`src/rtl/countdown_timer_bcd_pkg.sv`:
```
// rtl/countdown_timer_bcd_pkg.sv - shared state encoding and digit limits for the MM:SS countdown timer
package countdown_timer_bcd_pkg;

   typedef enum logic [1:0] {
      ST_IDLE    = 2'd0,
      ST_RUN     = 2'd1,
      ST_PAUSED  = 2'd2,
      ST_EXPIRED = 2'd3
   } state_t;

   localparam int BCD_MAX_ONES     = 9;
   localparam int SEC_TENS_MAX_DEF = 5;
   localparam int MIN_TENS_MAX_DEF = 9;

endpackage

```
`src/rtl/countdown_timer_bcd_digit.sv`:
```
// rtl/countdown_timer_bcd_digit.sv - one BCD down-counting digit with clamped load and borrow output
module bcd_down_digit #(
   parameter int MAX = 9
) (
   input  logic       Clk,
   input  logic       RST,
   input  logic       dec_en,
   input  logic       load,
   input  logic [3:0] load_d,
   output logic [3:0] q,
   output logic       borrow_out
);

   localparam logic [3:0] MAX_D = 4'(MAX);

   always_ff @(posedge Clk or negedge RST) begin
      if (!RST) begin
         q <= 4'd0;
      end else if (load) begin
         q <= (load_d > MAX_D) ? MAX_D : load_d;
      end else if (dec_en) begin
         q <= (q == 4'd0) ? MAX_D : q - 4'd1;
      end
   end

   assign borrow_out = dec_en && (q == 4'd0);

endmodule

```
`src/rtl/countdown_timer_bcd.sv`:
```
// rtl/countdown_timer_bcd.sv - MM:SS BCD countdown timer: borrow-chained digits plus run/pause/expire FSM
module countdown_timer_bcd
   import countdown_timer_bcd_pkg::*;
#(
   parameter int MIN_TENS_MAX = MIN_TENS_MAX_DEF,
   parameter int SEC_TENS_MAX = SEC_TENS_MAX_DEF
) (
   input  logic        Clk,
   input  logic        RST,
   input  logic        tick,
   input  logic        start,
   input  logic        pause,
   input  logic        load,
   input  logic [15:0] load_val,
   output logic [3:0]  min_t,
   output logic [3:0]  min_o,
   output logic [3:0]  sec_t,
   output logic [3:0]  sec_o,
   output logic        running,
   output logic        done,
   output logic        expired
);

   state_t state;
   logic   load_acc;
   logic   tick_dec;
   logic   borrow_so, borrow_st, borrow_mo, borrow_mt;
   logic   value_nz;
   logic   at_one;

   assign load_acc = load && (state != ST_RUN);
   assign tick_dec = (state == ST_RUN) && tick && !pause;
   assign value_nz = |{min_t, min_o, sec_t, sec_o};
   assign at_one   = ({min_t, min_o, sec_t} == 12'h000) && (sec_o == 4'd1);

   bcd_down_digit #(.MAX(BCD_MAX_ONES)) u_sec_o (
      .Clk(Clk), .RST(RST), .dec_en(tick_dec), .load(load_acc),
      .load_d(load_val[3:0]), .q(sec_o), .borrow_out(borrow_so)
   );

   bcd_down_digit #(.MAX(SEC_TENS_MAX)) u_sec_t (
      .Clk(Clk), .RST(RST), .dec_en(borrow_so), .load(load_acc),
      .load_d(load_val[7:4]), .q(sec_t), .borrow_out(borrow_st)
   );

   bcd_down_digit #(.MAX(BCD_MAX_ONES)) u_min_o (
      .Clk(Clk), .RST(RST), .dec_en(borrow_st), .load(load_acc),
      .load_d(load_val[11:8]), .q(min_o), .borrow_out(borrow_mo)
   );

   bcd_down_digit #(.MAX(MIN_TENS_MAX)) u_min_t (
      .Clk(Clk), .RST(RST), .dec_en(borrow_mo), .load(load_acc),
      .load_d(load_val[15:12]), .q(min_t), .borrow_out(borrow_mt)
   );

   // A borrow out of min_t means RUN was entered at 00:00, which the FSM prevents; treat it as expiry anyway.
   always_ff @(posedge Clk or negedge RST) begin
      if (!RST) begin
         state   <= ST_IDLE;
         running <= 1'b0;
         expired <= 1'b0;
         done    <= 1'b0;
      end else begin
         done <= 1'b0;
         if (load_acc) begin
            state   <= ST_IDLE;
            running <= 1'b0;
            expired <= 1'b0;
         end else begin
            case (state)
               ST_IDLE: begin
                  if (start && value_nz) begin
                     state   <= ST_RUN;
                     running <= 1'b1;
                  end
               end
               ST_RUN: begin
                  if (pause) begin
                     state   <= ST_PAUSED;
                     running <= 1'b0;
                  end else if (tick_dec && (at_one || borrow_mt)) begin
                     state   <= ST_EXPIRED;
                     running <= 1'b0;
                     expired <= 1'b1;
                     done    <= 1'b1;
                  end
               end
               ST_PAUSED: begin
                  if (start && !pause) begin
                     state   <= ST_RUN;
                     running <= 1'b1;
                  end
               end
               default: begin
                  state <= ST_EXPIRED;
               end
            endcase
         end
      end
   end

endmodule
```
`config.mk`:
```
export PLATFORM = sky130hd
export DESIGN_NAME = countdown_timer_bcd
export DESIGN_NICKNAME = d
export VERILOG_FILES = /design/src/rtl/countdown_timer_bcd_pkg.sv /design/src/rtl/countdown_timer_bcd_digit.sv /design/src/rtl/countdown_timer_bcd.sv
export SDC_FILE = /design/constraint.sdc
export NUM_CORES = 1
export LEC_CHECK = 0
export BUFFER_PORTS_ARGS = -buffer_cell sky130_fd_sc_hd__buf_4
export CAP_MARGIN = 20
export CORE_UTILIZATION = 50
export DETAILED_ROUTE_END_ITERATION = 8
export GPL_TIMING_DRIVEN = 0
export PLACE_DENSITY_LB_ADDON = 0.25
export SKIP_CTS_REPAIR_TIMING = 1
export SLEW_MARGIN = 40
export SYNTH_ARGS = -nofsm -noshare
export SYNTH_HDL_FRONTEND = slang
export SYNTH_HIERARCHICAL = 1
export SYNTH_SLANG_ARGS = --single-unit
```
`constraint.sdc`:
```
create_clock -name Clk -period 3.6 [get_ports Clk]
set_input_delay 0.72 -clock Clk [delete_from_list [all_inputs] [get_ports Clk]]
set_output_delay 0.72 -clock Clk [all_outputs]
set_load 0.01 [all_outputs]
```
==> results.json <==
{
  "cts-root-buf": "clkbuf_4",
  "synthArstFlopShare_pct": 100,
  "skew_ns": 0.00139,
  "antenna_found_initial": 0,
  "r2r_start": "state[1]",
  "end_kind": "flip-flop",
  "grt_usage_pct": 22.9,
  "cp_max_fo": 5,
  "holdCritPathClass": "input pin to async pin",
  "ys.flop_type": "dfrtp_1",
  "fill_cells": 173,
  "critPathLaunchType": "input pin",
  "start_util_pct": 54.6,
  "worstMarginPinSlew_ns": 0.353,
  "final_antenna_net_count": 0,
  "crit_type": "input pin to flip-flop",
  "routed_wl_um": 2780,
  "cts_tree": "yes",
  "ctsHtreeMaxLevel": 1,
  "syn_nets": 147,
  "max_freq_ghz": 0.293,
  "netlist_instances": 125,
  "cts_buffer_depth": 2,
  "cp_data_required_time_ns": 3.85,
  "drive_gt1_share_pct": 35.9,
  "yosysTopAreaCell": "dfrtp_1",
  "cts_sinks": 21,
  "fin_crit_sh_pct": 94.9,
  "yosys.area.top_type_share_pct": 41.9,
  "synth_edf_count": 0,
  "powerDensity_nw_per_um2": 632,
  "antenna_cells": 0,
  "post-route-util_pct": 72.7,
  "wl_per_cell_um": 14.0,
  "place.gp.congestion": 0.725,
  "grt_pass1_vias": 1017,
  "nNetsFinal": 193,
  "reg2reg_slack_ns": 0.24,
  "post-synth-top-count-cell": "dfrtp_1",
  "setup_tns_ns": 0,
  "min_period_ns": 3.42,
  "syn_area_per_cell_um2": 10.0,
  "drt-vias-per-instance": 5.50,
  "r2r_end": "state[1]",
  "synth_cell_type_count": 31,
  "hpwl_um": 2160,
  "area_delta_synth_final_pct": 33.0,
  "drt-pass1-iter-count": 4,
  "placed_cell_area_um2": 1620,
  "num_rows": 17,
  "overflow": 0,
  "crit_start": "pause",
  "drc": 0,
  "finalSetupViolCount": 0,
  "hold_viol": 0,
  "slew_violations": 0,
  "worstPathArrival_ns": 3.67,
  "drv_cap": 0,
  "clkTransAtPathRegs_ns": 0.11,
  "ys_seq_area_share_pct": 41.9,
  "final_area_um2": 1670,
  "max-vdd-ir-drop_v": 0.000381,
  "ys_ff_latch": 21,
  "pin_count": 41,
  "die_x_um": 52.1,
  "fp.coreArea_um2": 2300,
  "vias": 1089,
  "numCtsBuffers": 3,
  "slew-limit-headroom_pct": 76.4,
  "ys_warn_count": 6,
  "synthTopCellsByCount": "dfrtp_1 (21), o21ai_0 (12)",
  "hold_slack_ns": 0.275,
  "syn-cell-area_um2": 1250,
  "grt_start_max_net_pins": 22,
  "power_w": 0.00105,
  "p_leak_nw": 0.665,
  "dieArea_um2": 2710,
  "clk_latency_ns": 0.30,
  "status": "completed",
  "drt_iter0_drc": 29,
  "die_y_um": 52.1,
  "synth.area.top_cells": "dfrtp_1 (42%), nor4b_4 (5.7%), nor3b_2 (5.0%), xnor2_1 (4.9%), o21ai_0 (4.8%)",
  "io_buffers": 40,
  "r2r_cells": 15,
  "grt_pass1_wl_um": 4490
}
[critical path, stage by stage]
cell and delay (ns):
buf_4 0.13, nor3b_2 0.18, and2_2 0.21, nor4b_4 0.23
nor2b_2 0.24, nand2b_1 0.14, nor4_4 0.24, nor4b_4 0.33
nor2b_4 0.26, nor4b_4 0.25, nor2b_1 0.21, nand2_1 0.07
nand2_1 0.06, a31oi_1 0.06, o21ai_0 0.19, a21o_2 0.15
[how the worst max path moves through the flow]
stage	endpoint	slack (ns)	depth (start not counted)
after floorplan	state[1]	0.07	15
after global placement	state[1]	-0.44	16
after detailed placement	running	-0.61	16
after CTS	state[1]	-0.28	15
after global routing	state[1]	-0.05	16
final	state[1]	0.18	16
[per-stage QoR]
step	instances	setup slack (ns)
after floorplan	125	0.0668
after global placement	193	-0.438
after detailed placement	194	-0.610
after CTS	198	-0.280
after global routing	198	-0.0473
final	198	0.183
[placed cells by master (no fill, tap or decap), types with 2 or more instances in the layout]
master     n
a211oi_1   2
a21oi_1    6
a22oi_1    5
buf_4     40
clkbuf_4   3
dfrtp_1   20
inv_1      5
mux2i_1    3
nand2_1    7
nand2b_1   7
nand3b_1   3
nor2_1     4
nor2b_1    4
nor2b_2    2
nor3_1     2
nor3b_2    5
nor4_1     3
nor4b_4    3
o21a_1     3
o21ai_0   12
o21ai_1    7
xnor2_1    7
[layout make-up]
| cell class | count | area, um^2 | area share [%] |
|---|---|---|---|
| Clock buffer | 4 | 26.3 | 1.57 |
| Inverter | 5 | 18.8 | 1.12 |
| Multi-Input combinational cell | 99 | 747 | 44.8 |
| Sequential cell | 21 | 527 | 31.6 |
| Tap cell | 28 | 35.0 | 2.10 |
| Timing Repair Buffer | 41 | 315 | 18.9 |
[flip-flops by register name (all words and copies together) (netlist names)]
signal,count
u_min_o/q,4
u_min_t/q,4
u_sec_o/q,4
u_sec_t/q,4
state,2
done,1
expired,1
running,1
[power by group]
part,internal (W),switching [W],leakage (nW)
Sequential,0.000323,0.000179,0.257
Clock,0.0000432,0.0000695,0.0150
Combinational,0.000240,0.000201,0.393
Total,0.000606,0.000449,0.665
[logic make-up (layout without fill, tap and decap cells)]
family	after synthesis	in the layout	share of synthesized area (%)
and+or+nand+nor	45	45	27.6
AOI/OAI and AO/OA	43	43	21.0
DFF	21	21	41.9
xor gates and xnor gates	8	8	5.58
buffers and inverters	5	50	1.50
muxes	3	3	2.39
[metal layers]
layer | up-vias | track usage [%] | wire [um]
li1 | 555 | - | -
met1 | 502 | 28.0 | 1260
met2 | 28 | 39.3 | 1390
met3 | 4 | 3.80 | 101
met4 | 0 | 9.46 | 35
met5 | - | 0 | 0
Power figures use the tool's default switching activity.
